==> src/rtl/fetch_pkg.sv <==
// Shared types for the instruction fetch queue: queue entry layout,
// fetch state encoding and the default filler instruction.
package fetch_pkg;

   localparam int unsigned FETCH_XLEN = 32;
   localparam int unsigned FETCH_ILEN = 32;

   localparam logic [FETCH_ILEN-1:0] NOP_INSTR = 32'h0000_0013;

   typedef struct packed {
      logic [FETCH_XLEN-1:0] pc;
      logic [FETCH_XLEN-1:0] npc;
      logic [FETCH_ILEN-1:0] instr;
   } fetch_entry_t;

   typedef enum logic [0:0] {
      RUN   = 1'b0,
      FLUSH = 1'b1
   } fetch_state_e;

endpackage

==> src/rtl/fetch_fifo.sv <==
// Small synchronous FIFO with clear, used for the prefetch queue
// and for the pending fetch-address list.
module fetch_fifo #(
   parameter int unsigned WIDTH = 32,
   parameter int unsigned DEPTH = 4,
   localparam int unsigned AW = (DEPTH > 1) ? $clog2(DEPTH) : 1,
   localparam int unsigned CW = $clog2(DEPTH + 1)
) (
   input  logic             clk,
   input  logic             rst,
   input  logic             clear,
   input  logic             push,
   input  logic [WIDTH-1:0] din,
   input  logic             pop,
   output logic [WIDTH-1:0] dout,
   output logic             full,
   output logic             empty,
   output logic [CW-1:0]    count
);

   logic [WIDTH-1:0] mem [DEPTH];
   logic [AW-1:0]    rd_ptr;
   logic [AW-1:0]    wr_ptr;
   logic             do_push;
   logic             do_pop;

   function automatic logic [AW-1:0] nxt(input logic [AW-1:0] p);
      return (p == AW'(DEPTH - 1)) ? '0 : p + AW'(1);
   endfunction

   assign full    = (count == CW'(DEPTH));
   assign empty   = (count == '0);
   assign dout    = mem[rd_ptr];
   assign do_pop  = pop && !empty;
   // A full FIFO may still accept a write when the head leaves this cycle.
   assign do_push = push && (!full || do_pop);

   always_ff @(posedge clk) begin
      if (rst || clear) begin
         rd_ptr <= '0;
         wr_ptr <= '0;
         count  <= '0;
      end else begin
         if (do_push) wr_ptr <= nxt(wr_ptr);
         if (do_pop) rd_ptr <= nxt(rd_ptr);
         count <= count + CW'(do_push) - CW'(do_pop);
      end
   end

   always_ff @(posedge clk) begin
      if (do_push) mem[wr_ptr] <= din;
   end

endmodule

==> src/rtl/fetch_queue_unit.sv <==
// Sequential instruction fetch with credit-limited memory requests,
// a prefetch queue toward decode and redirect-driven flushing.
module fetch_queue_unit
   import fetch_pkg::fetch_entry_t, fetch_pkg::fetch_state_e,
          fetch_pkg::RUN, fetch_pkg::FLUSH;
#(
   parameter int unsigned     XLEN            = 32,
   parameter int unsigned     ILEN            = 32,
   parameter int unsigned     DEPTH           = 4,
   parameter int unsigned     MAX_OUTSTANDING = 2,
   parameter logic [XLEN-1:0] RESET_PC        = 32'h0000_0000,
   parameter logic [ILEN-1:0] NOP_INSTR       = fetch_pkg::NOP_INSTR
) (
   input  logic            clk,
   input  logic            rst,
   output logic            imem_req,
   output logic [XLEN-1:0] imem_addr,
   input  logic            imem_gnt,
   input  logic            imem_rvalid,
   input  logic [ILEN-1:0] imem_rdata,
   input  logic            redirect_valid,
   input  logic [XLEN-1:0] redirect_pc,
   output logic            dec_valid,
   input  logic            dec_ready,
   output logic [XLEN-1:0] dec_pc,
   output logic [XLEN-1:0] dec_npc,
   output logic [ILEN-1:0] dec_instr,
   output logic            busy
);

   localparam int unsigned CW = $clog2(DEPTH + 1);
   localparam int unsigned OW = $clog2(MAX_OUTSTANDING + 1);

   fetch_state_e    state;
   logic [XLEN-1:0] fetch_pc;
   logic [XLEN-1:0] pend_pc;
   logic [OW-1:0]   outstanding;
   logic [OW-1:0]   discard;
   logic [OW-1:0]   discard_next;
   logic [CW-1:0]   count;
   logic            q_empty;
   logic            q_full;
   logic            a_empty;
   logic            a_full;
   logic            rsp;
   logic            req;
   logic            fire;
   fetch_entry_t    q_din;
   fetch_entry_t    q_dout;
   logic            unused_bits;

   // The pending-address list length is the in-flight request count.
   assign rsp  = imem_rvalid && !a_empty;
   assign req  = !rst && (state == RUN) && !redirect_valid && !a_full
              && (32'(count) + 32'(outstanding) < DEPTH);
   assign fire = req && imem_gnt;

   assign discard_next = outstanding - OW'(rsp);

   always_comb begin
      q_din       = '0;
      q_din.pc    = pend_pc;
      q_din.npc   = pend_pc + XLEN'(4);
      q_din.instr = imem_rdata;
   end

   fetch_fifo #(
      .WIDTH (XLEN),
      .DEPTH (MAX_OUTSTANDING)
   ) u_pend (
      .clk   (clk),
      .rst   (rst),
      .clear (1'b0),
      .push  (fire),
      .din   (fetch_pc),
      .pop   (rsp),
      .dout  (pend_pc),
      .full  (a_full),
      .empty (a_empty),
      .count (outstanding)
   );

   fetch_fifo #(
      .WIDTH ($bits(fetch_entry_t)),
      .DEPTH (DEPTH)
   ) u_queue (
      .clk   (clk),
      .rst   (rst),
      .clear (redirect_valid),
      .push  (rsp && (discard == '0)),
      .din   (q_din),
      .pop   (dec_valid && dec_ready),
      .dout  (q_dout),
      .full  (q_full),
      .empty (q_empty),
      .count (count)
   );

   always_ff @(posedge clk) begin
      if (rst) begin
         state    <= RUN;
         fetch_pc <= RESET_PC;
         discard  <= '0;
      end else if (redirect_valid) begin
         fetch_pc <= {redirect_pc[XLEN-1:2], 2'b00};
         discard  <= discard_next;
         state    <= (discard_next != '0) ? FLUSH : RUN;
      end else begin
         if (fire) fetch_pc <= fetch_pc + XLEN'(4);
         if (rsp && (discard != '0)) begin
            discard <= discard - OW'(1);
            if (discard == OW'(1)) state <= RUN;
         end
      end
   end

   assign imem_req  = req;
   assign imem_addr = fetch_pc;
   assign dec_valid = !q_empty;
   assign dec_pc    = dec_valid ? q_dout.pc : fetch_pc;
   assign dec_npc   = dec_valid ? q_dout.npc : fetch_pc + XLEN'(4);
   assign dec_instr = dec_valid ? q_dout.instr : NOP_INSTR;
   assign busy      = !a_empty || dec_valid;

   assign unused_bits = ^{q_full, redirect_pc[1:0]};

`ifndef SYNTHESIS
   a_rsp_expected: assert property (
      @(posedge clk) disable iff (rst) !(imem_rvalid && a_empty)
   ) else $error("imem_rvalid with no request in flight");
`endif

endmodule

==> config.mk <==
export PLATFORM = sky130hd
export DESIGN_NAME = fetch_queue_unit
export DESIGN_NICKNAME = d
export VERILOG_FILES = /design/src/rtl/fetch_pkg.sv /design/src/rtl/fetch_fifo.sv /design/src/rtl/fetch_queue_unit.sv
export SDC_FILE = /design/constraint.sdc
export NUM_CORES = 1
export LEC_CHECK = 0
export CORE_UTILIZATION = 52
export DETAILED_ROUTE_END_ITERATION = 10
export PLACE_DENSITY = 0.82
export SETUP_SLACK_MARGIN = 0.02
export SYNTH_ARGS = -nofsm -noshare
export SYNTH_HDL_FRONTEND = slang
export SYNTH_SLANG_ARGS = --single-unit
==> constraint.sdc <==
create_clock -name clk -period 4.3 [get_ports clk]
set_clock_uncertainty 0.15 [all_clocks]
set_input_delay 0.86 -clock clk [delete_from_list [all_inputs] [get_ports clk]]
set_output_delay 0.86 -clock clk [all_outputs]
set_load 0.02 [all_outputs]
Word-level counts from Yosys, hierarchy flattened
Memory sizes are Yosys's and may differ from the RTL's. A register that Yosys moved wholly into a read port is not among the register bits. Index checks and enable logic that the tools add are counted.

Bits in read-only memories: 0. Word-level logic and storage cells: 88. Memories kept: 2. Flip-flop bits (word level): 46. Latch bits: 0. Bits of input ports: 70. Bits in writable memories: 448.

Memories: u_queue.mem (depth 4, bits a word 96, rd ports 1, clocked after Yosys merged registers in 1, wr ports 1, line fetch_fifo.sv:21) `logic [WIDTH-1:0] mem [DEPTH];`; u_pend.mem (depth 2, bits a word 32, rd ports 1, clocked after Yosys merged registers in 1, wr ports 1, line fetch_fifo.sv:21).

Shifts and indexed selects: 0. Reduce and logical (&&, ||, !) cells: 33. Order comparisons: 1. $mul: 0. Eq/ne operators: 5. Divide/modulo/power cells: 0. $add $sub $neg: 13. Bitwise logic cells: 1. Multiplexer cells: 23.

Operator list (count): $mux W32 (5); $add A32 B3 Y32 const B (2); $logic_and A1 B1 Y1 (13); $mux W1 (12); $mux W2 (6); $reduce_bool A2 Y1 (5); $eq A2 B2 Y1 const B (3); $logic_not A1 Y1 (6); $add A2 B1 Y2 const B (2); $add A3 B2 Y4 (1); $logic_not A2 Y1 (2); $logic_or A1 B1 Y1 (4); $lt A4 B3 Y1 const B (1); $sub A2 B1 Y2 (2); $add A3 B1 Y3 (1); $eq A3 B3 Y1 const B (1); $logic_not A3 Y1 (1); $sub A3 B1 Y3 (1); $add A1 B1 Y1 const B (2); $add A2 B1 Y2 (1); $eq A2 B1 Y1 const B (1); $reduce_and A2 Y1 (1); $reduce_or A2 Y1 (1); $sub A2 B1 Y2 const B (1); $not A1 Y1 (1).

Logic depth before layout (Yosys ltp)
Gate-level depths: netlist of the first run.

Depth after elaboration: 9. Depth in mapped cells: 11. Depth with buffers taken out: 10.

Cells and area by module
A second synthesis of the first run with hierarchy kept.

Cell total of the unflattened synthesis: 1236. Area total of the unflattened synthesis: 20756.2 µm².

By module, submodules not included: fetch_fifo (u_queue) (cells each 554, seq. area each 11711.2 µm², times used 1, area an instance 14290.0 µm²); fetch_queue_unit (cells each 549, seq. area each 660.6 µm², times used 1, area an instance 3906.2 µm²); fetch_fifo (u_pend) (cells each 133, seq. area each 2021.9 µm², times used 1, area an instance 2560.0 µm²).

Worst setup path before layout of the first run
No wires, ideal clock.

Path type: input port to flip-flop. From: input port imem_rvalid. To: memory u_queue.mem[1][0] in the netlist's numbering (enable). Arrival: 3.575 ns. Setup slack: 0.114 ns. Buffers on the path: 1. Stages on the path: 4. Setup time: 0.461 ns. Path through: o21a_1 and3_1 clkbuf_1 and2_1.

Cells in the longest elaborated chain, start to end: 5.

Ends and longest elaborated chain: start, declared (line fetch_queue_unit.sv:19) `input logic imem_rvalid,`; $logic_and A1 B1 Y1 (line fetch_queue_unit.sv:53) `assign rsp = imem_rvalid && !a_empty;`; $logic_and A1 B1 Y1 (line fetch_queue_unit.sv:90) `.push (rsp && (discard == '0)),`; $logic_and A1 B1 Y1 (line fetch_fifo.sv:36) `assign do_push = push && (!full || do_pop);`; net u_queue.do_push (line fetch_fifo.sv:24) `logic do_push;`; $mux W1 (line fetch_fifo.sv:51) `if (do_push) mem[wr_ptr] <= din;`; $mux W1 (implied by the code) (line fetch_fifo.sv:51); end, declared (line fetch_fifo.sv:21).

The timed path passes the listed nets, and every way through them passes these cells.

Final worst setup path of the first run
From: register fetch_pc[3] (netlist: imem_addr[3]). To: output port dec_npc[20].

Cells in the longest elaborated chain, start to end: 2.

Ends and longest elaborated chain: start, declared (line fetch_queue_unit.sv:35) `logic [XLEN-1:0] fetch_pc;`; start signal, assigned (line fetch_queue_unit.sv:105) `fetch_pc <= {redirect_pc[XLEN-1:2], 2'b00};`; start signal, assigned (line fetch_queue_unit.sv:109) `if (fire) fetch_pc <= fetch_pc + XLEN'(4);`; $add A32 B3 Y32 (line fetch_queue_unit.sv:121) `assign dec_npc = dec_valid ? q_dout.npc : fetch_pc + XLEN'(4);`; $mux W32 (line fetch_queue_unit.sv:121); end, declared (line fetch_queue_unit.sv:26) `output logic [XLEN-1:0] dec_npc,`.

No other way between the ends.

==> results of run 1 <==
[area by class of cell]
class / count / share of cell area, %
tap: 511 / 2.60
multi-input combinational: 703 / 24.4
sequential: 475 / 56.2
timing repair buffer: 252 / 10.3
clock inverter: 20 / 0.683
inverter: 38 / 0.601
clock buffer: 65 / 5.19
[metrics by stage]
stage	instance area (µm²)	util (%)	hold WS, ns
global route	24600	64.6	0.399
global placement	23100	60.7	0.310
detailed placement	23100	60.7	0.325
finish	24600	64.6	0.353
CTS	24500	64.5	0.338
floorplan	20300	-	0.304
[repair_timing]
item                                    in CTS  in global routing
setup buffers                                0                  1
resized for setup                            5                 12
hold buffers                                 0                  0
pin swaps                                    0                  1
endpoints found under the setup margin       6                 11
[cell families after synthesis]
kind of cell | count (synthesis) | share of synthesized area [%]
adder cells (fa/ha/maj) | 16 | 1.02
multiplexers | 122 | 11.8
AO/OA/AOI/OAI | 142 | 4.45
other | 1 | 0.0185
buffers and inverters | 115 | 2.63
flip-flops | 475 | 68.1
XOR/XNOR | 61 | 2.64
AND/OR/NAND/NOR | 356 | 9.37
[worst reg2reg max path, stage by stage, from the launching register on]
cell	delay [ns]
dfxtp_2	0.61
buf_4	0.40
buf_4	0.31
mux2i_1	0.18
a211oi_2	0.31
nand3_1	0.38
a2111oi_2	0.44
xor2_1	0.29
[flip-flops by register name, indices dropped and copies added (netlist names), 2 cells and up, named ones only]
signal and count:
u_queue.mem 368, u_pend.mem 60, u_queue.count 3, imem_addr 30, u_queue.wr_ptr 2, u_queue.rd_ptr 2, u_pend.count 2, discard 2
[worst max-delay path by stage]
stage                              to  depth (start not counted)
floorplan           u_queue.mem[1][0]                          4
global placement          dec_npc[20]                          8
detailed placement        dec_npc[20]                          8
CTS                       dec_npc[20]                          8
global route              dec_npc[20]                          8
finish                    dec_npc[20]                          8
[layer usage]
metal	up-vias	share of wire, %
li1	5394	-
met1	6187	40
met2	691	48
met3	123	8.8
met4	0	3.8
met5	-	0
[power by group through the flow]
stage | Combinational [mW] | Sequential, mW | Clock (mW)
finish | 2.71 | 5.70 | 3.88
global route | 2.88 | 5.73 | 4.11
CTS | 2.71 | 5.70 | 3.93
detailed placement | 2.70 | 5.79 | 0
global placement | 2.62 | 5.77 | 0
floorplan | 1.57 | 5.75 | 0
[cell usage in the layout (no fill, tap or decap), types with 16 or more instances in the layout]
master,Yosys,routed
a21oi_1,18,18
and2_1,38,34
xor2_1,25,25
mux2_2,18,18
nand2_1,162,162
buf_4,16,49
o21ai_0,60,58
inv_1,37,36
clkdlybuf4s50_1,0,185
nor2_1,25,24
dfxtp_1,47,39
mux4_2,92,92
nor3_1,16,16
clkbuf_16,0,47
xnor2_1,36,36
edfxtp_1,428,428
nand3_1,33,33
==> impl_results.md, run 1 <==
- Outcome: finished clean
- Final hold violations: 0
- Clk buf depth: 3
- CTS Sinks: 475
- Slew @ Worst Pin: 0.872 ns
- Buf+Inv Stages, Crit Path: 2
- GR Util met1: 34.6%
- Reg2reg setup slack: 1.06 ns
- DR vias: ~12000
- Vias in the first global route: 12312
- Detailed Place HPWL: 32500 µm
- Fill cells: between 2000 and 3000
- Htree depth: 2
- WHS Path Cells: 2
- TNS Setup: 0 ns
- P&R area growth vs syn: 21.1%
- Antenna viol nets, final: 0
- Cell with the most instances after synthesis: edfxtp_1
- Main flop type after synthesis: edfxtp_1
- Fin crit share: 96.7%
- DR DRC count: 0
- IO Count: ~200
- Global-route total usage across every layer: around a quarter
- Reg2reg end: u_queue.mem[3][60]
- Setup crit start: imem_addr[3]
- Int Pwr: 8.91 mW
- Synth top area share: between 60% and 70%
- Root buffer cell: clkbuf_16
- Max-Cap Viols: 0
- Crit path cell chain: ha_2 -> nand3_4 -> nor4_2 -> buf_4 -> nand2_1 -> xor2_1 -> o21ai_1 -> clkdlybuf4s50_1
- NetSw: 3.39 mW
- Place WS: ~0.43 ns
- Final #Nets: ~1600
- Critical-path maximum fanout: 8
- Worst EP arrival: roughly 3.2 ns
- Comb pwr share: 22.0%
- Count of final setup violators: 0
- Ranking of synthesized cells by area: edfxtp_1, mux4_2, dfxtp_1, nand2_1, xnor2_1
- Fin. max-slew vios: 0
- # rows: between 70 and 80
- Fmax: 241 MHz
- Die Y: 199 µm
- CP delay by family, top: buffers and inverters
- ANT cells: 0
- Reg2Reg Depth: 7
- Worst Path Required: 3.29 ns
- Slew HR: 41.8%
- Seq. cell area: 13800 µm²
- Clock share of power: between 30% and 40%
- Worst Setup End Kind: output port
- Synth Cell Area: 20300 µm²
- CTS Buf Count: 46
- Synth top cells by count: edfxtp_1, nand2_1, mux4_2
- Largest net degree at the start of global routing: 55
- Most Crowded Layer GR: met2
- Starting Density: 53.3%
- Worst-Skew Late Latency: 0.57 ns
- Initial antenna violation count: 1
- Global-route wire length before repair: 73200 µm
- Die W: 199 µm
- PortBufs: 192
- Crit-path max cell delay: approximately 0.67 ns
- Core ar.: between 30000 and 40000 µm²
- Reg clk slew, reported paths: 0.06 ns
- Distinct cells, synth: between 70 and 80
- Critical-path top delay cell: clkdlybuf4s50_1
- Grt ovf: 0
- RSZ-0062 raised after global routing: false
- Cell taking the most area after synthesis: edfxtp_1
- Ys async rst share: 0%
- P_leak: slightly above 8 nW
- M2 GR Usage: 39.5%
- Critical path startpoint category: flop
- Vias per cell: 6.01
- Post-synth EDFFs: 428
- Placed cell count: 1978
- Synthesis-stage register bit count: 475
- Reg power frac: roughly 46%
- Sequential element share of the synthesized area: 68.1%
- Cell Count, Final, Fillers Out: 2064
- Pwr Density: 501 nW/µm²
- Min Clock Period, post-route: slightly above 4 ns
- Drt total wl: around 49000 µm
- DRT Pass-1 Iters: 6
- Min-delay src: u_queue.rd_ptr[1]
- Max VDD drop: about 0.29 mV
- Final GP Congestion: 0.859
- Die area: 39800 µm²
- Synth warn: 0
- Kind of critical path: reg2out
- Avg Inst Size Synth: roughly 16 µm²
- Total Power: 12.3 mW
- Area of the multi-input gates: about 6000 µm²
- Met3 Usage GRT: 4.42%
- Synth Instances: around 1300
- Avg WL per Cell: between 20 and 25 µm
- Net Sw Frac: 27.6%
- HP Class: reg2reg
- Iteration-0 DRC Markers: 1060
- Layout cells sized above 1: 17.9%
- CTS tree: yes
- PnR worst setup slack: 0.144 ns
Note: power is estimated with default switching activity, not from simulation.
==> inputs of run 2 (changes only) <==
--- a/config.mk
+++ b/config.mk
@@ -5,7 +5,7 @@
 export SDC_FILE = /design/constraint.sdc
 export NUM_CORES = 1
 export LEC_CHECK = 0
-export CORE_UTILIZATION = 52
+export CORE_UTILIZATION = 55
 export DETAILED_ROUTE_END_ITERATION = 10
 export PLACE_DENSITY = 0.82
 export SETUP_SLACK_MARGIN = 0.02
==> constraint.sdc (replaced) <==
create_clock -name clk -period 4.5 [get_ports clk]
set_clock_uncertainty 0.15 [all_clocks]
set_input_delay 0.9 -clock clk [delete_from_list [all_inputs] [get_ports clk]]
set_output_delay 0.9 -clock clk [all_outputs]
set_load 0.02 [all_outputs]
==> run 2 against run 1 <==
Utilization up 3.5 points. Via count about the same. Worst setup slack better by 0.025 ns. Routed wire length down 3.1%. Sequential cell count unchanged. Final cell count shrank 3.3%. Critical path type unchanged. Critical endpoint unchanged. Largest cell class unchanged.
==> impl_results.md, run 2 (synthesis results as in run 1) <==
- Total Power: 12.1 mW (was 12.3 mW)
- Vias in the first global route: 12355 (was 12312)
- Clk buf depth: 3 (unchanged)
- Comb pwr share: 21.0% (was 22.0%)
- Commonest non-fill, non-tap cell in the layout: edfxtp_1 (unchanged)
- Min-delay src: u_queue.rd_ptr[1] (unchanged)
- Fin crit share: 96.2%
- Critical-path maximum fanout: 8 (unchanged)
- Kind of critical path: reg2out (unchanged)
- DR vias: 12396 (was 12395)
- Crit path cell chain: ha_2 -> nand3_4 -> nor4_4 -> nand2_1 -> xor2_1 -> o21ai_1 -> clkdlybuf4s50_1 (was ha_2 -> nand3_4 -> nor4_2 -> buf_4 -> nand2_1 -> xor2_1 -> o21ai_1 -> clkdlybuf4s50_1)
- Placed cell count: 1908 (was 1978)
- Detailed Place HPWL: 30700 µm (was 32500 µm)
- Fill cells: 2344 (was 2642)
- CTS Sinks: 475 (unchanged)
- TNS Setup: 0 ns (unchanged)
- Worst Path Required: 3.45 ns (was 3.29 ns)
- Avg WL per Cell: 23.8 µm (was 23.7 µm)
- Fmax: 231 MHz
- Die area: 37600 µm² (was 39800 µm²)
- Min Clock Period, post-route: roughly 4.3 ns
- Critical-path top delay cell: clkdlybuf4s50_1 (unchanged)
- CTS tree: yes (unchanged)
- CTS Buf Count: 47 (was 46)
- Final hold violations: 0 (unchanged)
- Reg2reg setup slack: 1.22 ns (was 1.06 ns)
- DR DRC count: 0 (unchanged)
- Largest net degree at the start of global routing: 60 (was 55)
- Vias per cell: 6.21 (was 6.01)
- Finished Cell Area: 24500 µm² (was 24600 µm²)
- RSZ-0062 raised after global routing: false (unchanged)
- HP Class: reg2reg (unchanged)
- Reg clk slew, reported paths: 0.06 ns (about the same)
- ANT cells: 0 (unchanged)
- Reg2reg end: u_queue.mem[2][54] (was u_queue.mem[3][60])
- Global-route wire length before repair: 72700 µm (was 73200 µm)
- Worst Setup End Kind: output port (unchanged)
- PortBufs: 192 (unchanged)
- Die Y: 194 µm (was 199 µm)
- # rows: 69 (was 71)
- Cell Count, Final, Fillers Out: 1995 (was 2064)
- Antenna viol nets, final: 0 (unchanged)
- Net Sw Frac: 26.8% (was 27.6%)
- CP delay by family, top: simple AND/OR/NAND/NOR gates (was buffers and inverters)
- WHS Path Cells: 2 (unchanged)
- IO Count: 201 (unchanged)
- Grt ovf: 0 (unchanged)
- Global-route total usage across every layer: 25.5% (was 25.1%)
- Outcome: finished clean (unchanged)
- Placed Instance Area: 22800 µm² (was 23100 µm²)
- Reg2Reg Depth: 9 (was 7)
- Htree depth: 2 (unchanged)
- Reg power frac: 45.2% (was 46.4%)
- Pwr Density: 494 nW/µm² (was 501 nW/µm²)
- Slew @ Worst Pin: 0.784 ns (was 0.872 ns)
- P_leak: 7.98 nW (was 8.09 nW)
- Buf+Inv Stages, Crit Path: 1 (was 2)
- Initial antenna violation count: 0 (was 1)
- Root buffer cell: clkbuf_16 (unchanged)
- DRT Pass-1 Iters: 6 (unchanged)
- Hold Buf Count CTS: 0 (unchanged)
- Layout cells sized above 1: 17.1% (was 17.9%)
- Max-Cap Viols: 0 (unchanged)
- Max VDD drop: 0.284 mV (was 0.287 mV)
- Fin. max-slew vios: 0 (unchanged)
- NetSw: 3.24 mW (was 3.39 mW)
- P&R area growth vs syn: 20.7% (was 21.1%)
- Worst EP arrival: 3.28 ns (was 3.15 ns)
- Final GP Congestion: 0.843 (was 0.859)
- Drt total wl: 47500 µm (was 49000 µm)
- Die W: 194 µm (was 199 µm)
- Core ar.: 35900 µm² (was 38000 µm²)
- Max reg flops: 368 (unchanged)
- Crit-path max cell delay: 0.67 ns (about the same)
- Critical path startpoint category: flop (unchanged)
- Int Pwr: 8.84 mW (was 8.91 mW)
- Count of final setup violators: 0 (unchanged)
- Final #Nets: 1584 (was 1602)
- Area of the multi-input gates: 5990 µm² (about the same)
- Most frequent cells in the layout: edfxtp_1, clkdlybuf4s50_1, nand2_1, mux4_2, o21ai_0 (unchanged)
- Biggest register: u_queue.mem (unchanged)
- Clock share of power: 33.8% (was 31.6%)
- Iteration-0 DRC Markers: 1314 (was 1060)
- Slew HR: 47.2% (was 41.8%)
- Seq. cell area: 13800 µm² (about the same)
- Starting Density: 56.4% (was 53.3%)
- Worst-Skew Late Latency: 0.55 ns (was 0.57 ns)
## run 2: cell types whose count changed in the layout (fill, tap and decap cells not counted), moves of 4 or more
cell | before | now
buf_12 | 11 | 7
clkdlybuf4s50_1 | 185 | 192
dlymetal6s2s_1 | 5 | 0
dfxtp_2 | 6 | 1
bufinv_16 | 3 | 7
buf_4 | 49 | 34
dfxtp_1 | 39 | 44
clkbuf_8 | 3 | 7
clkbuf_1 | 15 | 5
## run 2: what timing repair did
action | 4_1_cts | 5_1_grt
pin swaps | 1 | 0
buffers inserted | 2 | 0
gates cloned | 0 | 0
gates resized for setup | 2 | 1
setup endpoints to repair | 5 | 2
hold endpoints to repair | 0 | 0
## run 2: worst max-delay path by stage
stage | from | endpoint | slack, ns | depth (start not counted)
detailed placement | imem_addr[3] | dec_npc[30] | 0.41 | 7
CTS | imem_addr[3] | dec_npc[20] | 0.12 | 7
global route | imem_addr[4] | dec_npc[21] | 0.03 | 7
global placement | imem_addr[3] | dec_npc[20] | 0.45 | 7
floorplan | imem_rvalid | u_queue.mem[1][0] | 0.27 | 4
finish | imem_addr[3] | dec_npc[20] | 0.17 | 7
## run 2: worst min-delay path, cell delays in order, from the launching register on
cell	delay, ns
dfxtp_1	0.32
nand2_1	0.06
a21oi_1	0.08
## run 2: final cells by class
cell class / count / share of cell area, %
Tap cell: 461 / 2.36
Multi-Input combinational cell: 703 / 24.5
Clock buffer: 61 / 5.48
Inverter: 38 / 0.604
Clock inverter: 24 / 1.18
Sequential cell: 475 / 56.4
Timing Repair Buffer: 233 / 9.47
## run 2: stage by stage
step,utilization [%],hold WS [ns],worst slack (ns)
global route,68.1,0.377,0.0316
CTS,68.1,0.352,0.124
global placement,63.5,0.316,0.451
floorplan,-,0.304,0.274
detailed placement,63.5,0.343,0.408
finish,68.1,0.358,0.169
## run 2: power by group through the flow
stage / logic [mW] / clock network [mW] / registers [mW]
finish: 2.54 / 4.08 / 5.46
global route: 2.70 / 4.29 / 5.49
CTS: 2.53 / 4.13 / 5.46
detailed placement: 2.51 / 0 / 5.55
global placement: 2.46 / 0 / 5.52
floorplan: 1.50 / 0 / 5.50
## run 2: layer usage
metal / global-route usage, % / share of wire [%]
met5: 0 / 0
met4: 9.96 / 3.9
met3: 4.49 / 9.2
met2: 40.2 / 47
met1: 35.8 / 40
